<file path="src/rtl/tt_sel_ctrl.sv">
// Design-select controller: synchronises control pads, keeps a wrapping user-module address
// and holds off the spine enable while the muxes settle. Optional TT_SEL_LOAD_EN adds a direct address load.
module tt_sel_ctrl #(
    parameter int G_X           = 16,
    parameter int G_Y           = 16,
    parameter int N_ACTIVE      = G_X * G_Y,
    parameter int SYNC_STAGES   = 2,
    parameter int SETTLE_CYCLES = 4,
    localparam int CW           = $clog2(G_X),
    localparam int BW           = $clog2(G_Y),
    localparam int AW           = BW + CW
) (
    input  logic          clk,
    input  logic          rst_n,
    input  logic          ctrl_sel_rst_n,
    input  logic          ctrl_sel_inc,
    input  logic          ctrl_ena,
`ifdef TT_SEL_LOAD_EN
    input  logic          load_stb,
    input  logic [AW-1:0] load_addr,
`endif
    output logic [BW-1:0] sel_branch,
    output logic [CW-1:0] sel_col,
    output logic          sel_ena,
    output logic          sel_busy
);

    localparam logic [7:0]    SETTLE_INIT = 8'(SETTLE_CYCLES);
    localparam logic [AW-1:0] ADDR_LAST   = AW'(N_ACTIVE - 1);

    logic [2:0] pad_raw;
    logic [2:0] pad_sync;
    logic       rst_s;
    logic       inc_s;
    logic       ena_s;

    assign pad_raw = {ctrl_ena, ctrl_sel_inc, ctrl_sel_rst_n};

    generate
        for (genvar gi = 0; gi < 3; gi++) begin : g_sync
            logic [SYNC_STAGES-1:0] chain_reg;

            always_ff @(posedge clk or negedge rst_n) begin
                if (!rst_n) begin
                    chain_reg <= '0;
                end else begin
                    chain_reg <= {chain_reg[SYNC_STAGES-2:0], pad_raw[gi]};
                end
            end

            assign pad_sync[gi] = chain_reg[SYNC_STAGES-1];
        end
    endgenerate

    assign rst_s = pad_sync[0];
    assign inc_s = pad_sync[1];
    assign ena_s = pad_sync[2];

    logic          inc_q_reg;
    logic          inc_edge;
    logic [AW-1:0] addr_reg;
    logic [AW-1:0] addr_next;
    logic [7:0]    settle_reg;
    logic [7:0]    settle_next;

    assign inc_edge = inc_s & ~inc_q_reg;

`ifdef TT_SEL_LOAD_EN
    // Out-of-range loads behave as if the strobe were absent.
    logic load_ok;
    assign load_ok = load_stb && (load_addr <= ADDR_LAST);
`endif

    always_comb begin
        addr_next   = addr_reg;
        settle_next = settle_reg;
        if (!rst_s) begin
            addr_next   = '0;
            settle_next = SETTLE_INIT;
`ifdef TT_SEL_LOAD_EN
        end else if (load_ok) begin
            addr_next   = load_addr;
            settle_next = SETTLE_INIT;
`endif
        end else if (inc_edge) begin
            addr_next   = (addr_reg == ADDR_LAST) ? '0 : addr_reg + AW'(1);
            settle_next = SETTLE_INIT;
        end else if (settle_reg != 8'd0) begin
            settle_next = settle_reg - 8'd1;
        end
    end

    always_ff @(posedge clk or negedge rst_n) begin
        if (!rst_n) begin
            inc_q_reg  <= 1'b0;
            addr_reg   <= '0;
            settle_reg <= SETTLE_INIT;
        end else begin
            inc_q_reg  <= inc_s;
            addr_reg   <= addr_next;
            settle_reg <= settle_next;
        end
    end

    // Outputs come from registers only so no pad glitch reaches the spine.
    assign sel_branch = addr_reg[AW-1:CW];
    assign sel_col    = addr_reg[CW-1:0];
    assign sel_busy   = (settle_reg != 8'd0);
    assign sel_ena    = rst_s & ena_s & ~sel_busy;

endmodule

</file>
<file path="config.mk">
export PLATFORM = sky130hd
export DESIGN_NAME = tt_sel_ctrl
export DESIGN_NICKNAME = d
export VERILOG_FILES = /design/src/rtl/tt_sel_ctrl.sv
export SDC_FILE = /design/constraint.sdc
export NUM_CORES = 1
export LEC_CHECK = 0
export CORE_ASPECT_RATIO = 1.25
export CORE_MARGIN = 5
export CORE_UTILIZATION = 50
export CTS_BUF_LIST = sky130_fd_sc_hd__clkbuf_4
export DETAILED_ROUTE_END_ITERATION = 10
export HOLD_SLACK_MARGIN = 0.15
export PLACE_DENSITY = 0.74
export SKIP_LAST_GASP = 1
export SLEW_MARGIN = 25
export SYNTH_ARGS = -nofsm -noshare
export SYNTH_HDL_FRONTEND = slang
export SYNTH_SLANG_ARGS = --single-unit
</file>
<file path="constraint.sdc">
create_clock -name clk -period 1.7 [get_ports clk]
set_input_delay 0.34 -clock clk [delete_from_list [all_inputs] [get_ports clk]]
set_output_delay 0.34 -clock clk [all_outputs]
set_load 0.01 [all_outputs]
</file>
After elaboration in Yosys (flattened, before gate mapping). Cells that the tools add are included. Widths: inputs -> output; s select.

Logic and storage cells: 23. Output and inout port bits: 10. Input bits: 5. Register bits after elaboration: 23.

Reduce and logical (&&, ||, !) cells: 1. Add/sub/neg operators: 2. Eq/ne operators: 3. Bitwise gates (word level): 5. Mux-type cells: 6.

Operator list (count): $mux 8 (6); $add 8x1->8 const B (1); $eq 8x8->1 const B (1); $reduce_bool 8->1 (1); $sub 8x1->8 const B (1); $and 1x1->1 (3); $ne 3x2->1 const B (1); $ne 2x1->1 const B (1); $not 1->1 (2).

Longest topological paths before layout.
Depth after elaboration: 4. Mapped depth: 6. Gate-level depth less buffers: 6.

Least setup slack after synthesis. No wires, ideal clock.

Path type: register to output. Start: reg settle_reg[0]. End: out sel_ena. Arrival time: 1.272 ns. Cell stages (with the launch flop): 6. Required time: 1.360 ns. Path slack: 0.088 ns. Buffers on the path: 0. Path through: dfrtp_1 -> inv_1 -> ha_1 -> nor3b_2 -> nand2_4 -> nor2_1.

Word-level cells in the longest chain between the ends: 3.

RTL lines: from (decl) (line 63) `logic [7:0] settle_reg;`; from (signal assigned) (line 101) `settle_reg <= settle_next;`; $reduce_bool 8->1 (line 108) `assign sel_busy = (settle_reg != 8'd0);`; named net sel_busy (line 25) `output logic sel_busy`; $not 1->1 (line 109) `assign sel_ena = rst_s & ena_s & ~sel_busy;`; $and 1x1->1 (line 109); to (decl) (line 24) `output logic sel_ena,`.

The timed path passes the listed nets, and every way through them passes these cells.

Worst setup path in the final report.
Start: reg settle_reg[1]. End: out sel_busy.

Word-level cells in the longest chain between the ends: 1.

RTL lines (line): $reduce_bool 8->1 (108); to (decl) (25).

No other way between the ends.

==> results.yml <==
final_layout:
  diodes: 0
  final_cell_area_mm2: 0.00151
  area_delta_synth_final_pct: 39.6
  fin_util_pct: 74.6
  fin_cells: 167
  fin_nets: 156
  drive_gt1_share_pct: 34.0
yosys:
  syn_avg_cell_area_um2: 10.6
  yosysSeqAreaShare_pct: 53.2
  synthDistinctLibCells: 35
  async_flop_share_pct: 100
  synth_nets: 110
  synth_ff_type: "dfrtp_1"
  synth_seq_cells: 23
  yosysWarnings: 0
  synth_edf_count: 0
  synthCells: 102
  syn_area_mm2: 0.00108
die:
  core_mm2: 0.00203
  dieArea_mm2: 0.00320
  ioPinCount: 15
  initial_core_util_pct: 53.5
  die_width_um: 51.6
  die_h_um: 62.0
  fp-row-count: 18
worst_setup_path:
  crit_type: "reg2out"
  cp-end-kind: "primary output"
  timing.rr.end: "settle_reg[4]"
  r2r-start: "settle_reg[0]"
  critPathRequiredTime_ps: 1360
  rr_worst_depth: 8
  rrSetupSlack_ps: 0
  crit_fanout: 2
  crit_arrival_ps: 1520
  startpoint_type: "flop"
place:
  dp.cells: 150
  dpl-instance-area_mm2: 0.00136
  port_buffers: 14
  gp_congestion: 0.898
  pre_cts_ws_ps: -227
  dp_hpwl_um: 1550
run:
  maxCapViolCount: 0
sta:
  tightest_slew_ps: 324
  layout_min_cycle_time_ps: 1860
  rsz0062_at_grt: "yes"
  finalHoldViolCount: 0
  setup_violations: 3
  slew_viol_final: 0
  finalCritPeriodShare_pct: 109
  skew_ps: 8.83
  slew-limit-headroom_pct: 78.3
  fmax_mhz: 538
  worst_slack_ps: -159
pwr:
  leakagePower_nw: 0.716
  peakVddDrop_mv: 0.824
  power_density_mw_per_mm2: 926
  total_power_mw: 1.40
cts:
  cts_tree: "done"
  cts_root_buf: "clkbuf_4"
  cts_htree_levels: 1
  clkSinkCount: 23
  clk_latency_ps: 310
  cts_hold_buffers: 0
  clk_pin_slew_ps: 130
  cts_buffers: 3
  clk_path_buf_depth: 2
grt:
  grt_pass1_wl_um: 3980
  antenna_found_initial: 0
  grt_pass1_vias: 908
  grt_util_all_layers_pct: 17.1
  overflow: 0
  grt_max_degree: 24
run_status:
  status: "finished, violations left"
  violations: "setup timing"
detailed_routing:
  wirelength_um: 2350
  antenna_left: 0
  vias: 937
  wl_per_cell_um: 14.1
  dr.pass1.iters: 4
  drt-vias-per-instance: 5.61
  first_iter_violations: 14
  drc: 0
hold_path:
  holdCritPathClass: "in2async"
-- synthesized netlist by cell type, drive strengths merged (3+ instances only) --
master	number	area (um^2)
dfrtp	22	551
nand3	4	20.0
inv	5	18.8
nor2	13	48.8
mux2i	3	30.0
xnor2	4	35.0
nand2	9	41.3
a31oi	3	18.8
and2	3	18.8
a21oi	8	43.8
ha	3	37.5
-- area by class of cell --
class	count	area, um^2
clock buffers	3	22.5
inverters	5	18.8
clock inverters	1	7.51
repair buffers	43	358
well taps	20	25.0
fillers	126	514
flip-flops and latches	23	581
multi-input cells	72	500
-- placed cells by master, fill, tap and decap left out, types with 2 or more instances in the layout --
cell and count:
nand2_1 8, dfrtp_1 19, nand3_1 4, xor2_1 2, clkbuf_4 3, dfrtp_2 3
clkdlybuf4s50_1 12, buf_4 28, buf_6 2, nor2_1 12, a31oi_1 3, xnor2_1 4
mux2i_1 3, nor3_1 2, inv_2 2, and2_1 3, o21ai_0 2, ha_1 2
inv_1 3, a21oi_1 7
-- where the power goes --
part / internal (mW) / switching [mW]
logic: 0.295 / 0.226
clock network: 0.0897 / 0.170
registers: 0.587 / 0.0314
total: 0.972 / 0.428
-- through the flow --
stage,setup TNS [ps],hold slack [ps]
2_1_floorplan,0,44.4
3_3_place_gp,-366,333
3_5_place_dp,-449,338
4_1_cts,-228,362
5_1_grt,-679,373
6_report,-289,358
-- routing by layer --
metal  routed length, um  global-route usage [%]  vias to the layer above  share of wire, %
li1                    -                       -                      441                 -
met1                 939                    17.8                      460                40
met2                1230                    32.5                       25                52
met3                 102                    3.58                       11               4.3
met4                  81                    8.61                        0               3.4
met5                   0                       0                        -                 0
-- worst max path at each step --
stage                  start       end  slack [ps]  depth (start not counted)
2_1_floorplan  settle_reg[0]   sel_ena          90                          5
3_3_place_gp   settle_reg[0]   sel_ena        -190                          6
3_5_place_dp   settle_reg[0]   sel_ena        -230                          6
4_1_cts        settle_reg[0]  sel_busy        -120                          6
5_1_grt        settle_reg[1]  sel_busy        -240                          6
6_report       settle_reg[1]  sel_busy        -160                          6
-- kinds of logic (layout without fill, tap and decap cells) --
family	count (synthesis)	in the layout	synth area share, %
and+or+nand+nor	42	42	22.2
DFF	23	23	53.2
AOI/OAI and AO/OA	18	18	11.0
buffers and inverters	7	52	2.54
xor gates and xnor gates	6	6	4.85
adders and majority gates	3	3	3.46
muxes	3	3	2.77
-- critical path, cell delays in order, from the launching register on --
cell and delay [ps]:
dfrtp_1 420, inv_2 100, ha_4 140, nor3b_4 240, nand2_4 80, buf_6 130
buf_6 110
-- repair_timing --
action / 4_1_cts / 5_1_grt
resized for setup: 15 / 4
setup endpoints to repair: 2 / 8
pin swaps: 2 / 1
buffers inserted: 5 / 8
No activity file was read; power rests on OpenSTA's default activity.
